`config.mk`:
```
export PLATFORM = sky130hd
export DESIGN_NAME = arb_rr_mux_4b_8to1_flat
export DESIGN_NICKNAME = d
export VERILOG_FILES = /design/src/rtl/arb_mux_pkg.sv /design/src/rtl/arb_rr_mux_4b_8to1_if.sv /design/src/rtl/arb_rr_mux_4b_8to1_rr_arb_8.sv /design/src/rtl/arb_rr_mux_4b_8to1.sv /design/src/flat_wrapper.sv
export SDC_FILE = /design/constraint.sdc
export NUM_CORES = 1
export LEC_CHECK = 0
export CORE_MARGIN = 5
export CORE_UTILIZATION = 52
export DETAILED_ROUTE_END_ITERATION = 10
export GPL_TIMING_DRIVEN = 0
export HOLD_SLACK_MARGIN = 0.06
export MAX_ROUTING_LAYER = met4
export PLACE_DENSITY = 0.95
export SYNTH_ARGS = -nofsm -noshare
export SYNTH_HDL_FRONTEND = slang
export SYNTH_SLANG_ARGS = --single-unit
```
`constraint.sdc`:
```
create_clock -name clk -period 11.9 [get_ports clk]
set_input_delay 2.38 -clock clk [delete_from_list [all_inputs] [get_ports clk]]
set_output_delay 2.38 -clock clk [all_outputs]
set_load 0.005 [all_outputs]
```
`src/rtl/arb_mux_pkg.sv`:
```
// Shared widths and types for the round-robin arbitrated 8-to-1 4-bit mux.
package arb_mux_pkg;
    localparam int NPORTS  = 8;
    localparam int NBITS   = 4;
    localparam int SELBITS = 3;

    typedef logic [NBITS-1:0]   msg_t;
    typedef logic [SELBITS-1:0] sel_t;
endpackage

```
`src/rtl/arb_rr_mux_4b_8to1_if.sv`:
```
// Request/response bundle: eight val/rdy 4-bit producers and one val/rdy consumer.
interface arb_rr_mux_4b_8to1_if;
    import arb_mux_pkg::*;

    logic [NPORTS-1:0] in_val;
    logic [NPORTS-1:0] in_rdy;
    msg_t in0, in1, in2, in3, in4, in5, in6, in7;
    logic out_val;
    logic out_rdy;
    msg_t out;
    sel_t out_src;

    modport slave (
        input  in_val, in0, in1, in2, in3, in4, in5, in6, in7, out_rdy,
        output in_rdy, out_val, out, out_src
    );

    modport master (
        output in_val, in0, in1, in2, in3, in4, in5, in6, in7, out_rdy,
        input  in_rdy, out_val, out, out_src
    );
endinterface

```
`src/rtl/arb_rr_mux_4b_8to1_rr_arb_8.sv`:
```
// Eight-way round-robin arbiter; the pointer advances past the winner only on an accepted grant.
module rr_arb_8
    import arb_mux_pkg::*;
(
    input  logic              clk,
    input  logic              reset,
    input  logic [NPORTS-1:0] req,
    input  logic              en,
    output logic [NPORTS-1:0] grant,
    output sel_t              grant_idx
);
    sel_t ptr_reg, ptr_next;
    sel_t scan_idx;
    logic found;

    // Scan from ptr upward with 3-bit wraparound; first requester wins.
    always_comb begin
        grant     = '0;
        grant_idx = '0;
        found     = 1'b0;
        scan_idx  = '0;
        for (int k = 0; k < NPORTS; k++) begin
            scan_idx = ptr_reg + sel_t'(k);
            if (!found && req[scan_idx]) begin
                found     = 1'b1;
                grant_idx = scan_idx;
            end
        end
        if (found) begin
            grant[grant_idx] = 1'b1;
        end
    end

    always_comb begin
        ptr_next = ptr_reg;
        if (en && found) begin
            ptr_next = grant_idx + sel_t'(1);
        end
    end

    always_ff @(posedge clk) begin
        if (reset) begin
            ptr_reg <= '0;
        end else begin
            ptr_reg <= ptr_next;
        end
    end
endmodule

```
`src/rtl/arb_rr_mux_4b_8to1.sv`:
```
// Round-robin 8-to-1 4-bit mux with a single pipelined output register tagged by source index.
module arb_rr_mux_4b_8to1
    import arb_mux_pkg::*;
(
    input  logic                  clk,
    input  logic                  reset,
    arb_rr_mux_4b_8to1_if.slave   bus
);
    msg_t              in_msg [NPORTS];
    logic [NPORTS-1:0] grant;
    sel_t              grant_idx;
    logic              enq_en;
    logic              enq_ok;
    logic              do_enq;

    logic out_val_reg;
    msg_t out_reg;
    sel_t out_src_reg;

    assign in_msg[0] = bus.in0;
    assign in_msg[1] = bus.in1;
    assign in_msg[2] = bus.in2;
    assign in_msg[3] = bus.in3;
    assign in_msg[4] = bus.in4;
    assign in_msg[5] = bus.in5;
    assign in_msg[6] = bus.in6;
    assign in_msg[7] = bus.in7;

    // Space exists if empty or draining this cycle; nothing is accepted while in reset.
    assign enq_en = !out_val_reg || bus.out_rdy;
    assign enq_ok = enq_en && !reset;
    assign do_enq = enq_ok && (|bus.in_val);

    rr_arb_8 u_arb (
        .clk       (clk),
        .reset     (reset),
        .req       (bus.in_val),
        .en        (enq_ok),
        .grant     (grant),
        .grant_idx (grant_idx)
    );

    genvar gi;
    generate
        for (gi = 0; gi < NPORTS; gi++) begin : g_rdy
            assign bus.in_rdy[gi] = enq_ok & grant[gi];
        end
    endgenerate

    always_ff @(posedge clk) begin
        if (reset) begin
            out_val_reg <= 1'b0;
            out_reg     <= '0;
            out_src_reg <= '0;
        end else if (do_enq) begin
            out_val_reg <= 1'b1;
            out_reg     <= in_msg[grant_idx];
            out_src_reg <= grant_idx;
        end else if (bus.out_rdy) begin
            out_val_reg <= 1'b0;
        end
    end

    assign bus.out_val = out_val_reg;
    assign bus.out     = out_reg;
    assign bus.out_src = out_src_reg;
endmodule

```
`src/flat_wrapper.sv`:
```
// flat-port wrapper written by rule: the top's interface ports become plain ports
module arb_rr_mux_4b_8to1_flat import arb_mux_pkg::*;
  (clk, reset, bus_in_val, bus_in0, bus_in1, bus_in2, bus_in3, bus_in4, bus_in5, bus_in6, bus_in7, bus_out_rdy, bus_in_rdy, bus_out_val, bus_out, bus_out_src);
  arb_rr_mux_4b_8to1_if bus_i ();
  input  logic clk;
  input  logic reset;
  input wire logic [$bits(bus_i.in_val)-1:0] bus_in_val;
  input wire logic [$bits(bus_i.in0)-1:0] bus_in0;
  input wire logic [$bits(bus_i.in1)-1:0] bus_in1;
  input wire logic [$bits(bus_i.in2)-1:0] bus_in2;
  input wire logic [$bits(bus_i.in3)-1:0] bus_in3;
  input wire logic [$bits(bus_i.in4)-1:0] bus_in4;
  input wire logic [$bits(bus_i.in5)-1:0] bus_in5;
  input wire logic [$bits(bus_i.in6)-1:0] bus_in6;
  input wire logic [$bits(bus_i.in7)-1:0] bus_in7;
  input wire logic [$bits(bus_i.out_rdy)-1:0] bus_out_rdy;
  output wire logic [$bits(bus_i.in_rdy)-1:0] bus_in_rdy;
  output wire logic [$bits(bus_i.out_val)-1:0] bus_out_val;
  output wire logic [$bits(bus_i.out)-1:0] bus_out;
  output wire logic [$bits(bus_i.out_src)-1:0] bus_out_src;
  assign bus_i.in_val = bus_in_val;
  assign bus_i.in0 = bus_in0;
  assign bus_i.in1 = bus_in1;
  assign bus_i.in2 = bus_in2;
  assign bus_i.in3 = bus_in3;
  assign bus_i.in4 = bus_in4;
  assign bus_i.in5 = bus_in5;
  assign bus_i.in6 = bus_in6;
  assign bus_i.in7 = bus_in7;
  assign bus_i.out_rdy = bus_out_rdy;
  assign bus_in_rdy = bus_i.in_rdy;
  assign bus_out_val = bus_i.out_val;
  assign bus_out = bus_i.out;
  assign bus_out_src = bus_i.out_src;
  arb_rr_mux_4b_8to1 u_core (.clk(clk), .reset(reset), .bus(bus_i));
endmodule
```
# Word-level counts from Yosys, hierarchy flattened
# Index checks and enable logic that the tools add are counted.
op_classes:
  n_addsub: 8
  mul: 0
  div_mod_pow: 0
  order_cmp: 11
  n_eq_ne: 0
  n_shift: 0
  mux: 40
  bitwise_logic: 9
  n_reduce_logical: 23
op_table:
  columns: ["operator", "count"]
  rows:
  - ["3-bit by 4-bit less-than comparator with 1-bit output, second input constant", 9]
  - ["1-bit binary-select mux with 3-bit select", 8]
  - ["3-bit two-way mux", 8]
  - ["1-bit two-way mux", 19]
  - ["3-bit adder, second input constant", 4]
  - ["4-bit binary-select mux with 3-bit select", 1]
  - ["1-bit logical AND", 11]
  - ["1-bit logical NOT", 9]
  - ["1-bit bitwise AND", 8]
  - ["4-bit two-way mux", 2]
  - ["8-bit two-way mux", 1]
  - ["8-bit OR reduction", 1]
  - ["3-bit by 1-bit adder with 3-bit output, second input constant", 2]
  - ["3-bit by 2-bit adder with 3-bit output, second input constant", 2]
  - ["4-bit >= comparator, second input constant", 1]
  - ["3-bit inverter with 4-bit output", 1]
  - ["1-bit demux with 3-bit select", 1]
  - ["3-bit by 1-bit >= comparator with 1-bit output, second input constant", 1]
  - ["2-bit nonzero test", 1]
  - ["1-bit logical OR", 1]
totals:
  register_bits: 11
  latch_bits: 0
  mem_bits_rw: 0
  mem_bits_ro: 0
  out_inout_bits: 16
  memories: 0

# Longest topological paths before layout
depth:
  depth_word: 30
  ltp_mapped: 16
  mapped_depth_nobuf: 10

# By module
# Synthesis repeated with hierarchy kept, for this count alone.
hier_totals:
  hier_cells: 196
  area_unflattened_um2: 1876.8
by_module_without_submodules:
  columns: ["mod", "instances", "cells_per_inst", "area_per_inst_um2", "seq_area_each_um2"]
  rows:
  - ["rr_arb_8", 1, 138, 1239.9, 60.1]
  - ["arb_rr_mux_4b_8to1", 1, 58, 636.9, 160.2]

# Least setup slack after synthesis
# OpenSTA, ideal clock, no wires.
synth_timing:
  path_type: "input to output"
  startpoint: "in bus_in_val[1]"
  endpoint: "out bus_in_rdy[5]"
  arrival_ps: 4769
  required_ps: 9520
  setup_slack_ps: 4751
  cell_stages: 9
  path_cell_list: "mux4_2 -> mux2_2 -> or3_1 -> buf_2 -> or3_1 -> o221a_2 -> buf_6 -> buf_2 -> nor4_1"
synth_between:
  elab_chain_len: 30
  elab_cells_between_ends: 53
synth_rtl:
  columns: ["item", "line_no", "text"]
  rows:
  - ["start: declaration", "flat_wrapper.sv:7", "input wire logic [$bits(bus_i.in_val)-1:0] bus_in_val;"]
  - ["1-bit binary-select mux with 3-bit select", "arb_rr_mux_4b_8to1_rr_arb_8.sv:24", "if (!found && req[scan_idx]) begin"]
  - ["1-bit two-way mux (not written as such)", "arb_rr_mux_4b_8to1_rr_arb_8.sv:24", null]
  - ["1-bit two-way mux", "arb_rr_mux_4b_8to1_rr_arb_8.sv:24", null]
  - ["1-bit logical NOT", "arb_rr_mux_4b_8to1_rr_arb_8.sv:24", null]
  - ["1-bit logical AND", "arb_rr_mux_4b_8to1_rr_arb_8.sv:24", null]
  - ["1-bit two-way mux", "arb_rr_mux_4b_8to1_rr_arb_8.sv:24", null]
  - ["1-bit logical NOT", "arb_rr_mux_4b_8to1_rr_arb_8.sv:24", null]
  - ["1-bit logical AND", "arb_rr_mux_4b_8to1_rr_arb_8.sv:24", null]
  - ["[... 14 more ...]", null, null]
  - ["1-bit logical AND", "arb_rr_mux_4b_8to1_rr_arb_8.sv:24", null]
  - ["3-bit two-way mux", "arb_rr_mux_4b_8to1_rr_arb_8.sv:24", null]
  - ["3-bit by 4-bit less-than comparator with 1-bit output (not written as such) / 3-bit by 1-bit >= comparator with 1-bit output (equally long branches)", "arb_rr_mux_4b_8to1_rr_arb_8.sv:30", "grant[grant_idx] = 1'b1;"]
  - ["1-bit logical AND (not written as such)", "arb_rr_mux_4b_8to1_rr_arb_8.sv:30", null]
  - ["1-bit two-way mux (not written as such)", "arb_rr_mux_4b_8to1_rr_arb_8.sv:30", null]
  - ["1-bit demux with 3-bit select", "arb_rr_mux_4b_8to1_rr_arb_8.sv:30", null]
  - ["8-bit two-way mux *", "arb_rr_mux_4b_8to1_rr_arb_8.sv:29", "if (found) begin"]
  - ["1-bit bitwise AND *", "arb_rr_mux_4b_8to1.sv:46", "assign bus.in_rdy[gi] = enq_ok & grant[gi];"]
  - ["end: declaration", "flat_wrapper.sv:17", "output wire logic [$bits(bus_i.in_rdy)-1:0] bus_in_rdy;"]
# Mark *: on every way between the ends. The rest lies on a longest branch, timed or not. The select of a mux whose other input is x is not followed.

# Final worst setup path
layout_timing:
  startpoint: "in bus_in_val[4]"
  endpoint: "out bus_in_rdy[0]"
# The elaborated chain is that of the path after synthesis.

==> impl_table.tex <==
\begin{tabular}{lr}
\hline
Metric & Value \\
\hline
\multicolumn{2}{l}{\textbf{Status}} \\
\quad Run status & complete, no violations \\
\multicolumn{2}{l}{\textbf{Die}} \\
\quad Placement row count & 22 \\
\quad Height of the die & 71.2 um \\
\quad Starting density of the core & 53.6\% \\
\quad Floorplan die area & 5070 um\^{}2 \\
\quad Die extent in x & 71.2 um \\
\quad I/O Pins & 59 \\
\quad Core Region & 3630 um\^{}2 \\
\multicolumn{2}{l}{\textbf{Final layout}} \\
\quad Fraction of final layout cells sized beyond drive strength 1 & 15.8\% \\
\quad Number of nets at the end of the flow & 337 \\
\quad Number of inserted diodes & 0 \\
\quad Number of flip-flops under the largest register name & 4 \\
\quad Layout-stage area growth over the synthesis result & 35.2\% \\
\quad Fill cell instance count of the final layout & 282 \\
\multicolumn{2}{l}{\textbf{STA}} \\
\quad FMAX & 0.116 GHz \\
\quad Setup-violating endpoint count in the final report & 0 \\
\quad RSZ-0062 raised after global routing & false \\
\quad Setup TNS Final & 0 ns \\
\quad Share of the clock period used by the worst path & 72.5\% \\
\quad Max Slew Vio Count & 0 \\
\quad Clock period minus final worst setup slack & 8.63 ns \\
\quad Worst Tran Pin Value & 0.815 ns \\
\quad Setup Skew & 0.000478 ns \\
\quad Worst max-slew margin expressed relative to the limit & 45.6\% \\
\quad Final-report hold violation count & 0 \\
\quad Post-layout worst setup margin & 3.27 ns \\
\multicolumn{2}{l}{\textbf{Synthesis}} \\
\quad FF+latch count, synth & 11 \\
\quad Most area-hungry cell type in the Yosys netlist & sky130\_fd\_sc\_hd\_\_mux4\_2 \\
\quad Synth unique cells & 59 \\
\quad Post-Syn Nets & 274 \\
\quad Fraction of registers with async set or reset after synthesis & 0\% \\
\quad Cell types occupying the most area after synthesis & sky130\_fd\_sc\_hd\_\_mux4\_2, sky130\_fd\_sc\_hd\_\_dfxtp\_1, sky130\_fd\_sc\_hd\_\_mux2\_2 \\
\quad Netlist area before placement & 1950 um\^{}2 \\
\quad Most frequent cell after synthesis & sky130\_fd\_sc\_hd\_\_nand2\_1 \\
\quad Fraction of post-synthesis cell area in the top cell type by area & 13.9\% \\
\quad YS warnings & 0 \\
\quad Cell count after synthesis & 229 \\
\quad Sequential share of the synthesized area & 11.3\% \\
\quad Most frequent cells after synthesis & sky130\_fd\_sc\_hd\_\_nand2\_1, sky130\_fd\_sc\_hd\_\_nor2\_1, sky130\_fd\_sc\_hd\_\_mux4\_2 \\
\quad Count of flip-flops with a built-in enable after synthesis & 0 \\
\quad Average footprint of a synthesized cell & 8.50 um\^{}2 \\
\quad Dominant register cell in the synthesized netlist & sky130\_fd\_sc\_hd\_\_dfxtp\_1 \\
\multicolumn{2}{l}{\textbf{Route}} \\
\quad Mean routed wirelength per cell & 18.3 um \\
\quad Routed Antenna Nets & 0 \\
\quad Vias per Instance & 6.47 \\
\quad Routed wire length & 6.21 mm \\
\quad Via total after detailed routing & 2195 \\
\quad Remaining design rule violation count & 0 \\
\quad DRT iter0 DRCs & 195 \\
\quad Router iterations before antenna repair & 7 \\
\multicolumn{2}{l}{\textbf{Clock tree}} \\
\quad Number of resized instances in the post-cts repair step & 0 \\
\quad Post-CTS setup buffer count & 0 \\
\quad Total CTS buffers & 3 \\
\quad Max H-tree Level & 1 \\
\quad TritonCTS clock tree & yes \\
\quad Clock sink count & 11 \\
\quad Clock Latency Late Sink & 0.24 ns \\
\quad Clk Tree Root Cell & sky130\_fd\_sc\_hd\_\_clkbuf\_8 \\
\quad Number of buffers inserted by hold repair at cts & 0 \\
\quad Clock-pin slew reported for the worst setup and hold paths after clock tree synthesis & 0.05 ns \\
\quad Clk buf depth & 2 \\
\multicolumn{2}{l}{\textbf{Placement}} \\
\quad Number of buffers inserted by port buffering & 58 \\
\quad Placement-stage worst setup slack & 3.36 ns \\
\quad Detailed placement HPWL & 4.85 mm \\
\quad RePlAce Congestion & 0.943 \\
\multicolumn{2}{l}{\textbf{Global route}} \\
\quad Number of antenna violations at the first check in global routing & 0 \\
\quad Largest net degree at the start of global routing & 11 \\
\quad Vias in the first global route & 2211 \\
\quad Total grt overflow & 0 \\
\quad First-pass GRT wire length & 10.4 mm \\
\quad Total Routing Usage GR & 25.6\% \\
\multicolumn{2}{l}{\textbf{Pwr}} \\
\quad VDD IR max & 0.166 mV \\
\quad Leakage power total & 0.948 nW \\
\quad Areal power density over the cells & 297 nW/um\^{}2 \\
\multicolumn{2}{l}{\textbf{Setup path}} \\
\quad Critical path fanouts, max & 10 \\
\quad Crit path DAT & 6.25 ns \\
\quad Crit path top cell by count & sky130\_fd\_sc\_hd\_\_clkdlybuf4s50\_1 \\
\quad Required arrival time at the worst endpoint & 9.52 ns \\
\quad Critical path type & primary input to primary output \\
\quad Cell with the largest stage delay on the worst path & sky130\_fd\_sc\_hd\_\_clkdlybuf4s50\_1 \\
\quad Critical-path cell list & clkdlybuf4s50\_1, mux2i\_1, mux4\_2, a32oi\_1, a211oi\_1, o211a\_1, clkbuf\_1, or2\_1, buf\_4, buf\_6, nor2\_1, and3\_1, clkdlybuf4s50\_1 \\
\quad Worst setup SP type & primary input \\
\quad Longest individual stage delay on the worst path & 0.66 ns \\
\quad Worst Setup End Kind & primary output \\
\multicolumn{2}{l}{\textbf{Flow run}} \\
\quad Count of maximum capacitance violations & 0 \\
\multicolumn{2}{l}{\textbf{Worst hold path}} \\
\quad Hold crit path type & register to register \\
\hline
\end{tabular}
critical path, delay by kind of cell:
family / cells / cell delay, ns
buf+inv: 5 / 1.67
compound gates: 3 / 0.94
mux: 2 / 0.67
simple gates: 3 / 0.58
metrics by stage:
stage,power [mW],hold slack (ns),instance area [um^2],utilization [%],instances
global placement,0.713,0.466,2590,71.2,335
floorplan,0.563,0.466,1950,-,229
detailed placement,0.732,0.468,2590,71.2,335
CTS,0.771,0.479,2630,72.5,339
finish,0.783,0.479,2630,72.5,339
global route,0.845,0.512,2630,72.5,339
layout by cell type (no fill, tap or decap), drive strengths merged, types with 6 or more instances in the layout:
master,netlist,layout
a211oi,8,8
buf,12,12
clkbuf,9,13
clkdlybuf4s50,0,58
dfxtp,11,11
inv,9,9
mux2,13,13
mux2i,10,10
mux4,12,12
nand2,20,20
nand3b,7,7
nor2,13,13
nor3,6,6
o211ai,6,6
power by group:
part	leakage (nW)	internal (mW)	switching [mW]
sequential	0.0914	0.0518	0.00709
clock	0.0228	0.0235	0.0137
combinational	0.834	0.319	0.368
kinds of logic after synthesis:
logic type / after synthesis / synth area share [%]
buffers and inverters: 31 / 8.42
adder cells (fa/ha/maj): 2 / 1.29
AO/OA/AOI/OAI: 58 / 23.8
flip-flops: 11 / 11.3
XOR/XNOR: 3 / 1.35
AND/OR/NAND/NOR: 89 / 26.5
multiplexers: 35 / 27.3
layout make-up:
cell class / count / area [um^2] / area share (%)
flip-flops and latches: 11 / 220 / 8.37
repair buffers: 58 / 581 / 22.1
plain buffers: 21 / 126 / 4.80
inverters: 10 / 37.5 / 1.43
multi-input cells: 187 / 1560 / 59.4
well taps: 48 / 60.1 / 2.28
clock buffers: 4 / 45.0 / 1.71
path summary, 6_finish.rpt:
kind / start / endpoint / slack, ns / cells past startpoint
worst max-delay path: bus_in_val[4] / bus_in_rdy[0] / 3.27 / 13
worst min-delay path: u_core.bus.out_src[0]$_SDFFE_PP0P_ / u_core.bus.out_src[0]$_SDFFE_PP0P_ / 0.48 / 2
worst max register to register: u_core.u_arb.ptr_reg[1]$_SDFFE_PP0P_ / u_core.bus.out[0]$_SDFFE_PP0P_ / 7.20 / 14
worst min register to register: u_core.bus.out_src[0]$_SDFFE_PP0P_ / u_core.bus.out_src[0]$_SDFFE_PP0P_ / 0.48 / 2
layer usage:
metal | vias up | part of all wire [%] | global-route usage (%)
li1 | 1032 | - | -
met1 | 1057 | 40 | 32.1
met2 | 85 | 51 | 43.0
met3 | 21 | 5.7 | 2.56
met4 | 0 | 2.8 | 8.35
met5 | - | 0 | -
Power figures use the tool's default switching activity.
